`src/rtl/hdmi_video_timing.sv`:
```
`default_nettype none
// ============================================================================
// Module      : hdmi_video_timing
// Description : CEA-861 raster generator (h/v counters with registered sync,
//               data-enable, coordinates and line/frame strobes).
// Revision    : 1.0 - initial release
// ============================================================================
module hdmi_video_timing #(
  parameter int H_ACTIVE = 1280,
  parameter int H_FP     = 110,
  parameter int H_SYNC   = 40,
  parameter int H_BP     = 220,
  parameter int V_ACTIVE = 720,
  parameter int V_FP     = 5,
  parameter int V_SYNC   = 5,
  parameter int V_BP     = 20,
  parameter bit HS_POL   = 1'b1,
  parameter bit VS_POL   = 1'b1,
  localparam int H_TOTAL = H_ACTIVE + H_FP + H_SYNC + H_BP,
  localparam int V_TOTAL = V_ACTIVE + V_FP + V_SYNC + V_BP,
  localparam int XW      = $clog2(H_TOTAL),
  localparam int YW      = $clog2(V_TOTAL)
) (
  input  logic          clk_pix,
  input  logic          rst,
  input  logic          en,
  output logic          hsync,
  output logic          vsync,
  output logic          de,
  output logic [XW-1:0] x,
  output logic [YW-1:0] y,
  output logic          line_start,
  output logic          frame_start
);

  localparam logic [XW-1:0] C_H_LAST   = XW'(H_TOTAL - 1);
  localparam logic [XW-1:0] C_H_ACT    = XW'(H_ACTIVE);
  localparam logic [XW-1:0] C_HS_BEGIN = XW'(H_ACTIVE + H_FP);
  localparam logic [XW-1:0] C_HS_END   = XW'(H_ACTIVE + H_FP + H_SYNC);
  localparam logic [YW-1:0] C_V_LAST   = YW'(V_TOTAL - 1);
  localparam logic [YW-1:0] C_V_ACT    = YW'(V_ACTIVE);
  localparam logic [YW-1:0] C_VS_BEGIN = YW'(V_ACTIVE + V_FP);
  localparam logic [YW-1:0] C_VS_END   = YW'(V_ACTIVE + V_FP + V_SYNC);

  generate
    if (H_ACTIVE < 1 || H_FP < 1 || H_SYNC < 1 || H_BP < 1 ||
        V_ACTIVE < 1 || V_FP < 1 || V_SYNC < 1 || V_BP < 1) begin : g_bad_params
      $fatal(1, "hdmi_video_timing: every H_* and V_* parameter must be >= 1");
    end
  endgenerate

  logic [XW-1:0] h_cnt_q, h_cnt_d;
  logic [YW-1:0] v_cnt_q, v_cnt_d;
  logic          hsync_q, hsync_d;
  logic          vsync_q, vsync_d;
  logic          de_q, de_d;
  logic [XW-1:0] x_q, x_d;
  logic [YW-1:0] y_q, y_d;
  logic          line_start_q, line_start_d;
  logic          frame_start_q, frame_start_d;

  always_comb begin
    h_cnt_d       = h_cnt_q;
    v_cnt_d       = v_cnt_q;
    hsync_d       = hsync_q;
    vsync_d       = vsync_q;
    de_d          = de_q;
    x_d           = x_q;
    y_d           = y_q;
    line_start_d  = 1'b0;
    frame_start_d = 1'b0;

    if (en) begin
      // Outputs decode the counter value held before this edge: one-cycle latency.
      de_d          = (h_cnt_q < C_H_ACT) && (v_cnt_q < C_V_ACT);
      hsync_d       = ((h_cnt_q >= C_HS_BEGIN) && (h_cnt_q < C_HS_END)) ? HS_POL : ~HS_POL;
      vsync_d       = ((v_cnt_q >= C_VS_BEGIN) && (v_cnt_q < C_VS_END)) ? VS_POL : ~VS_POL;
      x_d           = h_cnt_q;
      y_d           = v_cnt_q;
      line_start_d  = (h_cnt_q == '0);
      frame_start_d = (h_cnt_q == '0) && (v_cnt_q == '0);

      if (h_cnt_q == C_H_LAST) begin
        h_cnt_d = '0;
        if (v_cnt_q == C_V_LAST) begin
          v_cnt_d = '0;
        end else begin
          v_cnt_d = v_cnt_q + 1'b1;
        end
      end else begin
        h_cnt_d = h_cnt_q + 1'b1;
      end
    end
  end

  always_ff @(posedge clk_pix or posedge rst) begin
    if (rst) begin
      h_cnt_q       <= '0;
      v_cnt_q       <= '0;
      hsync_q       <= ~HS_POL;
      vsync_q       <= ~VS_POL;
      de_q          <= 1'b0;
      x_q           <= '0;
      y_q           <= '0;
      line_start_q  <= 1'b0;
      frame_start_q <= 1'b0;
    end else begin
      h_cnt_q       <= h_cnt_d;
      v_cnt_q       <= v_cnt_d;
      hsync_q       <= hsync_d;
      vsync_q       <= vsync_d;
      de_q          <= de_d;
      x_q           <= x_d;
      y_q           <= y_d;
      line_start_q  <= line_start_d;
      frame_start_q <= frame_start_d;
    end
  end

  assign hsync       = hsync_q;
  assign vsync       = vsync_q;
  assign de          = de_q;
  assign x           = x_q;
  assign y           = y_q;
  assign line_start  = line_start_q;
  assign frame_start = frame_start_q;

endmodule
`default_nettype wire

```
`config.mk`:
```
export PLATFORM = sky130hd
export DESIGN_NAME = hdmi_video_timing
export DESIGN_NICKNAME = d
export VERILOG_FILES = /design/src/rtl/hdmi_video_timing.sv
export SDC_FILE = /design/constraint.sdc
export NUM_CORES = 1
export LEC_CHECK = 0
export ABC_AREA = 1
export BUFFER_PORTS_ARGS = -buffer_cell sky130_fd_sc_hd__buf_2
export CORE_MARGIN = 2
export CORE_UTILIZATION = 50
export CTS_BUF_LIST = sky130_fd_sc_hd__clkbuf_8
export DETAILED_ROUTE_END_ITERATION = 10
export PLACE_DENSITY = 0.75
export SYNTH_ARGS = -nofsm -noshare
export SYNTH_HDL_FRONTEND = slang
export SYNTH_SLANG_ARGS = --single-unit
```
`constraint.sdc`:
```
create_clock -name clk_pix -period 1.4 [get_ports clk_pix]
set_input_delay 0.07 -clock clk_pix [delete_from_list [all_inputs] [get_ports clk_pix]]
set_output_delay 0.07 -clock clk_pix [all_outputs]
set_load 0.02 [all_outputs]
```
==> summary.md <==
| Metric | Value |
|---|---|
| Status | finished clean |
| Setup Skew | 0.00346 ns |
| Max-slew violation count | 0 |
| Startpoint types | flip-flop |
| I/O Pins | 29 |
| Drt initial violations | 168 |
| Mux cell area share after synthesis | 0% |
| Worst Hold Class | in2reg |
| Fmax | 720 MHz |
| Multi-input gate area | 0.00107 mm2 |
| Part of the power in the clock network | 26.0% |
| Proportion of layout cells with a drive suffix above 1 | 28.7% |
| Cell area after synthesis | 0.00239 mm2 |
| Number of antenna violations at the first check in global routing | 0 |
| Routed wire per std cell | 13.5 um |
| Start of the worst register-to-register path | h_cnt_q[1]$_DFFE_PP0P_ |
| Initial standard-cell utilization of the core | 51.2% |
| Min cycle time layout | 1.39 ns |
| Filler cells | 381 |
| Combinational fraction of design power | 33.2% |
| TritonCTS Buffers | 5 |
| NetSw | 1.61 mW |
| P per Cell Area | 1490 mW/mm2 |
| Via count of the first global-routing pass | 2011 |
| Via-per-instance ratio | 5.27 |
| Main combinational cell family by area after synthesis | simple AND/OR/NAND/NOR gates |
| Sequential-to-total area share from yosys stat | 49.2% |
| Detailed-placement wirelength estimate | 4000 um |
| Number of enable flip-flop cells after synthesis | 0 |
| Clock tree from TritonCTS | yes |
| Final hold violations | 0 |
| Library cell with the highest instance count after synthesis | nand2_1 |
| Overall die area | 0.00535 mm2 |
| Post-synthesis share of cell area spent on full adders, half adders and majority gates | 3.67% |
| Peak VDD IR | 1.21 mV |
| Pin slew with the least headroom to its limit | 0.395 ns |
| Int Power | 2.93 mW |
| Post-synthesis share of cell area spent on xor and xnor gates | 1.10% |
| Clock edge transition at the registers on the reported setup and hold paths | 0.09 ns |
| Remaining global-route overflow | 0 |
| CTS root buffer | clkbuf_8 |
| Total DRC errors in the routed layout | 0 |
| Dominant cells by area after synthesis | dfrtp_1 49%, nand2_1 13%, o21ai_0 6.9% |
| Async set-reset flop share out of synthesis | 100% |
| Final Util | 65.4% |
| Area overhead of the layout relative to synthesis | 27.6% |
| DIE WIDTH | 73.1 um |
| Setup slack of the most critical reg-to-reg path | 0.01 ns |
| # nets final | 372 |
| Static Leak | 1.61 nW |
| CP delay by family, top | simple AND/OR/NAND/NOR gates |
| Clk Latency, worst-skew pair | 0.31 ns |
| Global router's overall resource usage | 23.2% |
| Most instantiated flip-flop cell in the synthesis netlist | dfrtp_1 |
| Crit end category | flip-flop |
| Crit path buffers/inverters | 3 |
| Relative max-transition margin | 73.6% |
| Top fanout value on the critical path | 6 |
| Category of the critical setup timing path | reg2reg |
| ANT nets after route | 0 |
| Standard-cell rows | 25 |
| Clock buffer depth | 2 |
| Instance count of the mapped netlist | 299 |
| Required time reported for the critical path endpoint | 1.65 ns |
| Register area | 0.00118 mm2 |
| Endpoint arrival time on the critical path | 1.63 ns |
| Warning count from the yosys run | 0 |
| Critical path cell sequence | inv_2 > ha_4 > inv_2 > nor2_2 > nand3_2 > nor2_4 > buf_6 > nand4_1 > nand2_1 |
| Final setup violating endpoints | 0 |
| Syn_area_per_cell | 7.99 um2 |
| # clock sinks | 47 |
| Count of vias placed by the detailed router | 2198 |
| Standard cell core area | 0.00466 mm2 |
| Synth cell types | 28 |
| Global-route wire length before repair | 9500 um |
| Pin count of the biggest net entering global routing | 32 |
| DRT Wirelength | 5640 um |
| Switching power share of the total | 35.5% |
| Simple logic cell fraction of the synthesized area | 28.1% |
| Endpoint of the most critical setup path | v_cnt_q[3]$_DFFE_PP0P_ |
| Critical path launch point | h_cnt_q[1]$_DFFE_PP0P_ |
| Top cell by count, worst path | inv_2 |
| Maximum level of the CTS H-tree | 2 |
| Library cell contributing the largest single delay on the critical path | dfrtp_1 |
| Depth of the worst register-to-register path | 9 |
| Crit-path max cell delay | 0.41 ns |
| Largest area contributor in the netlist | dfrtp_1 |
| Y dimension of the die | 73.1 um |
| Antenna diode count | 0 |
| Critical Path Stages | 9 |
| Proportion of netlist area held by the largest area contributor | 49.2% |
| Max-cap violations | 0 |
| Ratio of final minimum period to clock period | 99.2% |
| FF+latch count, synth | 47 |
| Proportion of power drawn by flip-flops and latches | 40.9% |
| Unrepaired setup endpoints after global routing | true |
| Total power after layout | 4.54 mW |
| Endpoint of the lowest-slack register-to-register path | v_cnt_q[3]$_DFFE_PP0P_ |
| Syn_nets | 309 |
| Top post-synthesis cells by count | 83 x nand2_1, 47 x dfrtp_1, 37 x inv_1 |
| Area fraction in compound gates after synthesis | 9.06% |
| Routability cong. | 0.891 |
| Iteration count of the initial detailed-routing pass | 5 |
| Count of buffers inserted at the top-level ports | 28 |
## state kept, by name, indices dropped and copies added (netlist names)
signal,flops
y,10
h_cnt_q,11
v_cnt_q,10
de,1
vsync,1
hsync,1
x,11
line_start,1
frame_start,1
## cell families after synthesis
group                    Yosys count
AO/OA/AOI/OAI                     41
flip-flops                        47
buffers and inverters             50
XOR/XNOR                           3
adder cells (fa/ha/maj)            7
AND/OR/NAND/NOR                  151
## metal layers
metal / GRT usage [%] / vias up / wire length (um)
met3: 4.83 / 11 / 356
met4: 8.44 / 0 / 106
met2: 32.4 / 79 / 2470
li1: - / 1082 / -
met1: 35.3 / 1026 / 2700
met5: 0 / - / 0
## power groups by stage
stage	registers, mW	logic [mW]	clock network [mW]
floorplan	2.01	0.720	0
global placement	1.86	1.38	0
detailed placement	1.88	1.41	0
CTS	1.85	1.45	1.20
global route	1.90	1.68	1.26
finish	1.86	1.51	1.18
## layout by cell type (no fill, tap or decap), types with 6 or more instances in the layout
master   synthesis  final
o21ai_0         33     32
buf_2            2     28
inv_1           37     34
buf_4            1     34
dfrtp_1         47     46
nor2_1          18     12
nand4_1         11     11
inv_2            3      6
nand2_2          1      7
nand2_1         83     77
nand3_1         23     23
## worst min-delay path by stage
stage | end | from | depth (start not counted)
4_1_cts | h_cnt_q[1]$_DFFE_PP0P_ | en | 2
3_5_place_dp | x[7]$_DFFE_PP0P_ | rst | 2
3_3_place_gp | x[7]$_DFFE_PP0P_ | rst | 2
5_1_grt | h_cnt_q[0]$_DFFE_PP0P_ | en | 2
2_1_floorplan | h_cnt_q[0]$_DFFE_PP0P_ | en | 2
6_report | h_cnt_q[0]$_DFFE_PP0P_ | en | 2
## through the flow
stage	TNS (ns)	cell area [um2]	setup slack, ns	std cells	hold WS [ns]
floorplan	-0.0269	2410	-0.00832	299	0.316
global placement	0	2820	0.0172	404	0.0677
detailed placement	-0.0965	2820	-0.0449	404	0.0696
CTS	0	2980	0.00697	415	0.0892
global route	-0.737	3050	-0.0897	417	0.114
finish	0	3050	0.0110	417	0.0937
## final cells by class
type | count | share of cell area (%)
clock buffer | 5 | 2.26
clock inverter | 3 | 2.09
inverter | 41 | 5.17
multi-input combinational | 202 | 35.3
sequential | 47 | 38.6
tap | 54 | 2.22
timing repair buffer | 65 | 14.3
## worst register-to-register path, stage by stage (launching register included)
cell and delay [ns]:
dfrtp_1 0.41, inv_2 0.09, ha_4 0.13, inv_2 0.04
nor2_2 0.09, nand3_2 0.10, nor2_4 0.15, buf_6 0.14
nand4_1 0.08, nand2_1 0.10
## what timing repair did
action	4_1_cts	5_1_grt
hold buffers	1	0
gates resized for setup	2	18
pin swaps	1	5
setup endpoints to repair	10	20
endpoints found under the hold margin	16	0
gates cloned	0	0
buffers inserted	2	2
Note: power is estimated with default switching activity, not from simulation.
